**src/rtl/apb_pkg.sv**
```systemverilog
`default_nettype none
// ============================================================================
// Module      : apb_pkg
// Description : Shared types and helpers for the APB completer memory.
// Revision    : 1.0 - initial release
// ============================================================================
package apb_pkg;

    // Completer phase tracking: IDLE waits for SETUP, ACCESS serves the beat.
    typedef enum logic [0:0] {
        IDLE   = 1'b0,
        ACCESS = 1'b1
    } apb_slv_state_e;

    // Byte-to-word shift for 16-bit words (2-byte stride).
    localparam int APB_WORD_SHIFT = 1;

    // Flags a misaligned byte address or any address bit above the word index.
    // The caller zero-extends its address to 64 bits.
    function automatic logic addr_err(input logic [63:0] addr, input int idx_bits);
        return addr[0] | (|(addr >> (APB_WORD_SHIFT + idx_bits)));
    endfunction

endpackage
`default_nettype wire

```
**src/rtl/apb_slave_regfile.sv**
```systemverilog
`default_nettype none
// ============================================================================
// Module      : apb_slave_regfile
// Description : MEM_DEPTH x DATA_WIDTH register memory, one synchronous write
//               port, one combinational read port, async clear to zero.
// Revision    : 1.0 - initial release
// ============================================================================
module apb_slave_regfile #(
    parameter int DATA_WIDTH = 16,
    parameter int MEM_DEPTH  = 64
) (
    input  logic                         i_pclk,
    input  logic                         i_prst_n,
    input  logic                         i_wr_en,
    input  logic [$clog2(MEM_DEPTH)-1:0] i_wr_idx,
    input  logic [DATA_WIDTH-1:0]        i_wr_data,
    input  logic [$clog2(MEM_DEPTH)-1:0] i_rd_idx,
    output logic [DATA_WIDTH-1:0]        o_rd_data
);

    logic [DATA_WIDTH-1:0] r_mem [MEM_DEPTH];

    // Word storage: cleared on reset, written one word per cycle.
    always_ff @(posedge i_pclk or negedge i_prst_n) begin
        if (!i_prst_n) begin
            for (int i = 0; i < MEM_DEPTH; i++) begin
                r_mem[i] <= '0;
            end
        end else if (i_wr_en) begin
            r_mem[i_wr_idx] <= i_wr_data;
        end
    end

    assign o_rd_data = r_mem[i_rd_idx];

endmodule
`default_nettype wire

```
**src/rtl/apb_slave_mem.sv**
```systemverilog
`default_nettype none
// ============================================================================
// Module      : apb_slave_mem
// Description : APB completer with programmable wait states, address error
//               reporting and master protocol-violation detection.
// Revision    : 1.0 - initial release
// ============================================================================
module apb_slave_mem
    import apb_pkg::*;
#(
    parameter int DATA_WIDTH = 16,
    parameter int ADDR_WIDTH = 32,
    parameter int MEM_DEPTH  = 64,
    parameter int MAX_WAIT   = 15
) (
    input  logic                           i_pclk,
    input  logic                           i_prst_n,
    input  logic                           i_psel,
    input  logic                           i_pen,
    input  logic                           i_pwrite,
    input  logic [ADDR_WIDTH-1:0]          i_paddr,
    input  logic [DATA_WIDTH-1:0]          i_pwr_data,
    input  logic [$clog2(MAX_WAIT+1)-1:0]  i_wait_cfg,
    output logic                           o_pready,
    output logic [DATA_WIDTH-1:0]          o_prdata,
    output logic                           o_pslver,
    output logic                           o_viol
);

    localparam int c_IDX_BITS  = $clog2(MEM_DEPTH);
    localparam int c_WAIT_BITS = $clog2(MAX_WAIT + 1);

    apb_slv_state_e          r_state;
    logic [c_WAIT_BITS-1:0]  r_wait_cnt;
    logic [c_IDX_BITS-1:0]   r_idx;
    logic                    r_err;
    logic                    r_write;
    logic [DATA_WIDTH-1:0]   r_wdata;
    logic [DATA_WIDTH-1:0]   r_prdata;
    logic                    r_viol;
    // Previous-cycle samples of the address/control/data inputs, so a change
    // during ACCESS is reported once rather than on every cycle it persists.
    logic [ADDR_WIDTH-1:0]   r_addr_q;
    logic                    r_write_q;
    logic [DATA_WIDTH-1:0]   r_wdata_q;

    logic [c_IDX_BITS-1:0]   w_idx;
    logic                    w_err;
    logic [c_WAIT_BITS:0]    w_wait_ext;
    logic [c_WAIT_BITS-1:0]  w_wait_load;
    logic                    w_in_changed;
    logic                    w_ready;
    logic                    w_wr_en;
    logic [DATA_WIDTH-1:0]   w_rd_data;

    assign w_idx        = i_paddr[APB_WORD_SHIFT +: c_IDX_BITS];
    assign w_err        = addr_err(64'(i_paddr), c_IDX_BITS);
    // Widened by one bit so the saturation compare stays meaningful even when
    // MAX_WAIT fills the configuration field.
    assign w_wait_ext   = {1'b0, i_wait_cfg};
    assign w_wait_load  = (w_wait_ext > (c_WAIT_BITS+1)'(MAX_WAIT)) ?
                          c_WAIT_BITS'(MAX_WAIT) : i_wait_cfg;
    assign w_in_changed = (i_paddr != r_addr_q) | (i_pwrite != r_write_q) |
                          (i_pwr_data != r_wdata_q);
    // Ready is decoded purely from flops so there is no input-to-output path.
    assign w_ready      = (r_state == ACCESS) && (r_wait_cnt == '0);
    assign w_wr_en      = w_ready && i_psel && i_pen && r_write && !r_err;

    apb_slave_regfile #(
        .DATA_WIDTH (DATA_WIDTH),
        .MEM_DEPTH  (MEM_DEPTH)
    ) u_regfile (
        .i_pclk    (i_pclk),
        .i_prst_n  (i_prst_n),
        .i_wr_en   (w_wr_en),
        .i_wr_idx  (r_idx),
        .i_wr_data (r_wdata),
        .i_rd_idx  (w_idx),
        .o_rd_data (w_rd_data)
    );

    // Transfer FSM: SETUP capture, wait-state countdown, completion, violations.
    always_ff @(posedge i_pclk or negedge i_prst_n) begin
        if (!i_prst_n) begin
            r_state    <= IDLE;
            r_wait_cnt <= '0;
            r_idx      <= '0;
            r_err      <= 1'b0;
            r_write    <= 1'b0;
            r_wdata    <= '0;
            r_prdata   <= '0;
            r_viol     <= 1'b0;
            r_addr_q   <= '0;
            r_write_q  <= 1'b0;
            r_wdata_q  <= '0;
        end else begin
            r_viol    <= 1'b0;
            r_addr_q  <= i_paddr;
            r_write_q <= i_pwrite;
            r_wdata_q <= i_pwr_data;
            case (r_state)
                IDLE: begin
                    if (i_psel && !i_pen) begin
                        r_idx      <= w_idx;
                        r_err      <= w_err;
                        r_write    <= i_pwrite;
                        r_wdata    <= i_pwr_data;
                        r_wait_cnt <= w_wait_load;
                        r_state    <= ACCESS;
                        // Read data is fetched at SETUP and held until the
                        // next read SETUP.
                        if (!i_pwrite) begin
                            r_prdata <= w_err ? '0 : w_rd_data;
                        end
                    end else if (i_psel && i_pen) begin
                        // ENABLE without a preceding SETUP.
                        r_viol <= 1'b1;
                    end
                end
                ACCESS: begin
                    if (!i_psel) begin
                        // Master abandoned the transfer: abort, nothing written.
                        r_viol  <= 1'b1;
                        r_state <= IDLE;
                    end else begin
                        if (w_in_changed) begin
                            r_viol <= 1'b1;
                        end
                        if (i_pen) begin
                            if (r_wait_cnt != '0) begin
                                r_wait_cnt <= r_wait_cnt - 1'b1;
                            end else begin
                                r_state <= IDLE;
                            end
                        end
                    end
                end
                default: r_state <= IDLE;
            endcase
        end
    end

    assign o_pready = w_ready;
    assign o_pslver = w_ready && r_err;
    assign o_prdata = r_prdata;
    assign o_viol   = r_viol;

endmodule
`default_nettype wire

```
**config.mk**
```make
export PLATFORM = sky130hd
export DESIGN_NAME = apb_slave_mem
export DESIGN_NICKNAME = d
export VERILOG_FILES = /design/src/rtl/apb_pkg.sv /design/src/rtl/apb_slave_regfile.sv /design/src/rtl/apb_slave_mem.sv
export SDC_FILE = /design/constraint.sdc
export NUM_CORES = 2
export LEC_CHECK = 0
export CAP_MARGIN = 20
export CORE_ASPECT_RATIO = 1.4
export CORE_UTILIZATION = 25
export DETAILED_ROUTE_END_ITERATION = 8
export GPL_TIMING_DRIVEN = 0
export PLACE_DENSITY_LB_ADDON = 0.05
export SYNTH_ARGS = -nofsm -noshare
export SYNTH_HDL_FRONTEND = slang
export SYNTH_HIERARCHICAL = 1
export SYNTH_SLANG_ARGS = --single-unit
```
**constraint.sdc**
```tcl
create_clock -name i_pclk -period 2.7 [get_ports i_pclk]
set_clock_uncertainty 0.15 [all_clocks]
set_input_delay 0.675 -clock i_pclk [delete_from_list [all_inputs] [get_ports i_pclk]]
set_output_delay 0.675 -clock i_pclk [all_outputs]
set_load 0.005 [all_outputs]
```
Word level (Yosys, flattened, before mapping)
Index checks and enable logic that the tools add are counted.
Cells by class
  bitwise logic cells: 7
  reductions and logical operators: 17
  multiplexer cells: 23
  equal/unequal tests: 7
  $add $sub $neg: 1
  magnitude comparators: 4
Operators by type and width (number)
  1024-bit bitwise mux: 1
  16-bit binary-select mux with 6-bit select: 1
  16-bit demux with 6-bit select: 1
  16-bit 2-to-1 mux: 4
  32-bit inequality test: 1
  25-bit OR reduction: 1
  4-bit 2-to-1 mux: 5
  16-bit inequality test: 1
  7-bit >= comparator (second input constant): 2
  6-bit inverter with 7-bit output: 2
  1-bit logical AND: 9
  1-bit 2-to-1 mux: 8
  4-bit case mux with 2 select lines: 1
  7-bit by 1-bit < comparator with 1-bit output (second input constant): 1
  2-bit inequality test (second input constant): 3
  4-bit > comparator (second input constant): 1
  4-bit zero test: 1
  1-bit case mux with 2 select lines: 2
  4-bit AND reduction: 1
  4-bit nonzero test: 1
  4-bit by 1-bit subtractor with 4-bit output (second input constant): 1
  1-bit OR: 3
  3-bit AND reduction: 1
  1-bit zero test: 2
  4 further kinds: 5
Storage, ports and cells
  word-level logic and storage cells: 134
  bits in registers: 1119
  output and inout bits: 19
  bits of input ports: 57

Longest topological paths before layout
  depth in word-level cells: 6
  mapped depth: 12
  mapped depth without buffers: 9

Modules after synthesis
Netlist, hierarchy kept.
Modules (own cells, without submodules)
  apb_slave_regfile: seq. area each 25624.6 sq um, area an instance 47122.7 sq um, instances 1, cells each 3024
  apb_slave_mem: seq. area each 2377.3 sq um, area an instance 3819.9 sq um, instances 1, cells each 338

Least setup slack after synthesis
No wires, ideal clock.
  path kind: input to register
  start: input port i_pen
  end: register u_regfile/r_mem[21] (netlist bit)
  stages: 8
  buffers on the path: 3
  path slack: -0.075 ns
  library setup time: 0.125 ns
  required time: 2.425 ns
  arrival time: 2.500 ns
  cells stage by stage: clkbuf_1 > and4_1 > buf_4 > nor2b_4 > nand3_4 > nor2_2 > buf_6 > mux2_2
Between the ends
  cells in the longest elaborated chain, start to end: 3
Ends and longest elaborated chain
  start: declaration: line apb_slave_mem.sv:19  | input logic i_pen,
  1-bit logical AND (3 in a row): line apb_slave_mem.sv:67  | assign w_wr_en = w_ready && i_psel && i_pen && r_write && !r_err;
  named net w_wr_en: line apb_slave_mem.sv:53  | logic w_wr_en;
  end signal: indexed assignment: line apb_slave_regfile.sv:30  | r_mem[i_wr_idx] <= i_wr_data;
  end: declaration: line apb_slave_regfile.sv:21  | logic [DATA_WIDTH-1:0] r_mem [MEM_DEPTH];
The timed path passes the listed nets, and every way through them passes these cells.
A chain may end at the register's enable or synchronous reset.

Final worst setup path
  start: register r_wait_cnt[1]
  end: register u_regfile/r_mem[1016] (netlist bit)
Between the ends
  cells in the longest elaborated chain, start to end: 6
Ends and longest elaborated chain
  start: declaration: line apb_slave_mem.sv:34  | logic [c_WAIT_BITS-1:0] r_wait_cnt;
  start signal: assignment: line apb_slave_mem.sv:108  | r_wait_cnt <= w_wait_load;
  start signal: assignment: line apb_slave_mem.sv:131  | r_wait_cnt <= r_wait_cnt - 1'b1;
  4-bit zero test: line apb_slave_mem.sv:66  | assign w_ready = (r_state == ACCESS) && (r_wait_cnt == '0);
  1-bit logical AND: line apb_slave_mem.sv:66
  1-bit logical AND (4 in a row): line apb_slave_mem.sv:67
  named net w_wr_en: line apb_slave_mem.sv:53
The timed path passes the listed nets, and every way through them passes these cells.

==> summary.md <==
| Metric | Value |
|---|---|
| Run status | finished with violations |
| Violated checks | design-rule violations, negative hold slack, negative setup slack |
| CP Launch Type | flop |
| Sequential Power Share | 43.3% |
| Register area share after synthesis | 54.97% |
| Critical Path RT | 3.22 ns |
| RD Place Congestion | 0.7883 |
| Dpl hpwl | 142.0 mm |
| Clock network power share | 47.0% |
| Share of cells above drive strength 1 | 53.48% |
| Max_slew headroom | 23.58% |
| Clock sink count | 1119 |
| Root buffer cell | clkbuf_16 |
| Gate count of the mapped netlist | 3362 |
| Clk buf depth | 3 |
| Register-to-register setup slack | -0.11 ns |
| Layout area overhead | 31.86% |
| Synth top area share | 54.97% |
| Yosys warning total | 6 |
| Largest net degree at the start of global routing | 156 |
| # Max-Cap Violations | 0 |
| Final Util | 33.25% |
| Place WS | -2.996 ns |
| Sw Pwr | 10.77 mW |
| Cell with the most instances after synthesis | dfrtp_1 |
| VDD IR max | 0.6755 mV |
| Synth top area cells | dfrtp_1 (55%), mux2_2 (24%), mux4_2 (9.9%), a22oi_1 (1.1%), nand2_1 (1.1%) |
| Hold_ws | -0.4798 ns |
| Final min period | 2.805 ns |
| Vias per cell | 4.701 |
| P_leak | 30.48 nW |
| Gr usage total | 20.52% |
| Int Power | 28.70 mW |
| DRC viols | 12 |
| Placed Cells incl. Taps | 6109 |
| Final hold violation count | 153 |
| Crit path from | r_wait_cnt[1] |
| Max H-tree Level | 4 |
| Initial antenna violation count | 5 |
| Effective utilization at floorplan | 25.22% |
| Final WL | 217.4 mm |
| R2R cell count | 13 |
| Final worst slack | -0.1055 ns |
| Die X | 383.5 µm |
| Yosys top cell by area | dfrtp_1 |
| Tcrit/Tclk final | 103.9% |
| Worst-Skew Late Latency | 0.79 ns |
| Drt pass-1 iters | 7 |
| Final-report setup violation count | 422 |
| I/O Buffers | 74 |
| Ys flop type | dfrtp_1 |
| Synth cell types | 55 |
| Total grt overflow | 0 |
| Initial drt markers | 1763 |
| Reg2reg end | u_regfile/r_mem[1016] |
| Layout Cells excl Fill | 6581 |
| Worst r2r src | r_wait_cnt[1] |
| Top Ports | 76 |
| Top cells by count, synth | dfrtp_1 (1119), mux2_2 (1087), mux4_2 (223), nand2_1 (147), clkbuf_1 (130) |
| Crit. End Element | flop |
| Unrepaired setup endpoints after global routing | yes |
| TritonCTS clock tree | built |
| Worst slew pin tran | 1.146 ns |
| Post-synthesis async set-or-reset flop share | 100.0% |
| Slowest cell delay on critical path | 0.38 ns |
| Post-route ant nets | 0 |
| Max-slew violation count | 0 |
| FP Rows | 195 |
| Synth Net Count | 3421 |
| Die area | 205600 µm² |
| Yosys reg bits | 1119 |
| Fmax | 356.4 MHz |
| Area of the mapped netlist | 50940 µm² |
| Critical Path, Cell by Cell | inv_2 -> ha_4 -> and3_4 -> and2_4 -> and4_1 -> buf_6 -> nor2b_4 -> buf_4 -> and2_4 -> buf_12 -> nand2_8 -> buf_12 -> mux2_4 |
| # fillers | 19770 |
| Slowest CP cell | dfrtp_1 |
| Vias in the first global route | 33790 |
| Core area | 202000 µm² |
| CTS Buf Count | 135 |
| Post-synth EDFFs | 0 |
| First-pass GRT wire length | 290.4 mm |
| Comb power frac | 9.6% |
| CTS clock-pin slew for the worst setup and hold paths | 0.06 ns |
| Pwr dens | 587.6 nW/µm² |
| DR vias | 30940 |
| Sw Share | 27.29% |
| Die H | 536.1 µm |
| Worst-path fanout max | 5 |
| Post-layout nets | 3880 |
| WL/cell | 33.03 µm |
| Hold Path Class | in -> async |
| WS Path Type | reg -> reg |
| Syn_area_per_cell | 15.15 µm² |
| Crit path DAT | 3.33 ns |
## cell families (layout without fill, tap and decap cells)
logic type	after synthesis	after routing	synth area share, %
muxes	1340	1340	34.48
DFF	1119	1119	54.97
and+or+nand+nor	399	399	4.313
buffers and inverters	306	861	3.257
AOI/OAI and AO/OA	147	147	2.088
xor gates and xnor gates	49	49	0.8424
adders and majority gates	2	2	0.04911
other	0	5	0
## what timing repair did
action	in CTS	in global routing
setup buffers	140	43
cloned	34	26
gates resized for setup	739	313
pin swaps	50	33
setup endpoints to repair	1286	1194
endpoints found under the hold margin	153	154
## registers in the layout (all words and copies together), names as in the netlist
| register | cells |
|---|---|
| o_prdata | 16 |
| r_write_q | 1 |
| r_write | 1 |
| r_addr_q | 32 |
| r_state | 1 |
| r_wait_cnt | 4 |
| o_viol | 1 |
| r_err | 1 |
| r_wdata_q | 16 |
| u_regfile/r_mem | 1024 |
| r_idx | 6 |
| r_wdata | 16 |
## power groups by stage
| stage | sequential [mW] | clock (mW) | combinational, mW |
|---|---|---|---|
| floorplan | 17.3 | 0 | 1.46 |
| global placement | 17.5 | 0 | 3.25 |
| detailed placement | 17.4 | 0 | 3.48 |
| CTS | 17.1 | 19.2 | 3.77 |
| global route | 17.1 | 19.8 | 4.08 |
| finish | 17.1 | 18.6 | 3.81 |
## cell type report
cell class	count	area, µm²	share of cell area (%)
repair buffers	326	5139	7.650
well taps	2659	3327	4.953
clock inverters	28	327.8	0.4880
inverters	6	27.53	0.04098
multi-input cells	1937	23380	34.80
clock buffers	205	4065	6.052
plain buffers	296	2897	4.312
diodes	5	12.51	0.01863
flip-flops and latches	1119	28000	41.69
## routing by layer
metal	GRT usage, %	part of all wire, %	vias to the layer above
met1	23.58	38	16960
met3	2.327	2.1	250
met2	39.06	56	451
met5	0	0	-
met4	6.395	3.5	0
li1	-	-	13280
## per-stage QoR
stage               power (mW)  setup TNS, ns  instance area [µm²]
floorplan                18.76         -7.479                50950
global placement         20.73              -                55020
detailed placement       20.90       -1273.06                55350
CTS                      40.12         -20.06                64850
global route             40.98         -72.92                67160
finish                   39.47         -19.48                67170
## worst max-delay path, delay by kind of cell, from the launching register on
family	cells	cell delay, ns
muxes	1	0.30
DFF	1	0.38
adders and majority gates	1	0.13
buffers and inverters	5	0.76
and+or+nand+nor	6	0.93
## worst max-delay path by stage
stage                            end  slack, ns  cells past startpoint
2_1_floorplan    u_regfile/r_mem[21]      -0.07                      8
5_1_grt         u_regfile/r_mem[542]      -0.20                     14
6_report       u_regfile/r_mem[1016]      -0.11                     13
3_5_place_dp             o_prdata[7]      -3.00                      9
4_1_cts         u_regfile/r_mem[926]      -0.17                     15
3_3_place_gp    u_regfile/r_mem[854]     -57.06                      1
## placed cells by master, fill, tap and decap left out, drive strengths merged, types with 14 or more instances in the layout
cell / instances
a22oi: 75
buf: 391
clkbuf: 362
clkdlybuf4s50: 66
dfrtp: 1119
inv: 15
mux2: 1090
mux2i: 27
mux4: 223
nand2: 163
nand3: 43
nand4: 31
nor2: 85
nor3: 16
nor4: 14
o21ai: 19
o22ai: 22
xnor2: 17
xor2: 32
Power figures use the tool's default switching activity.
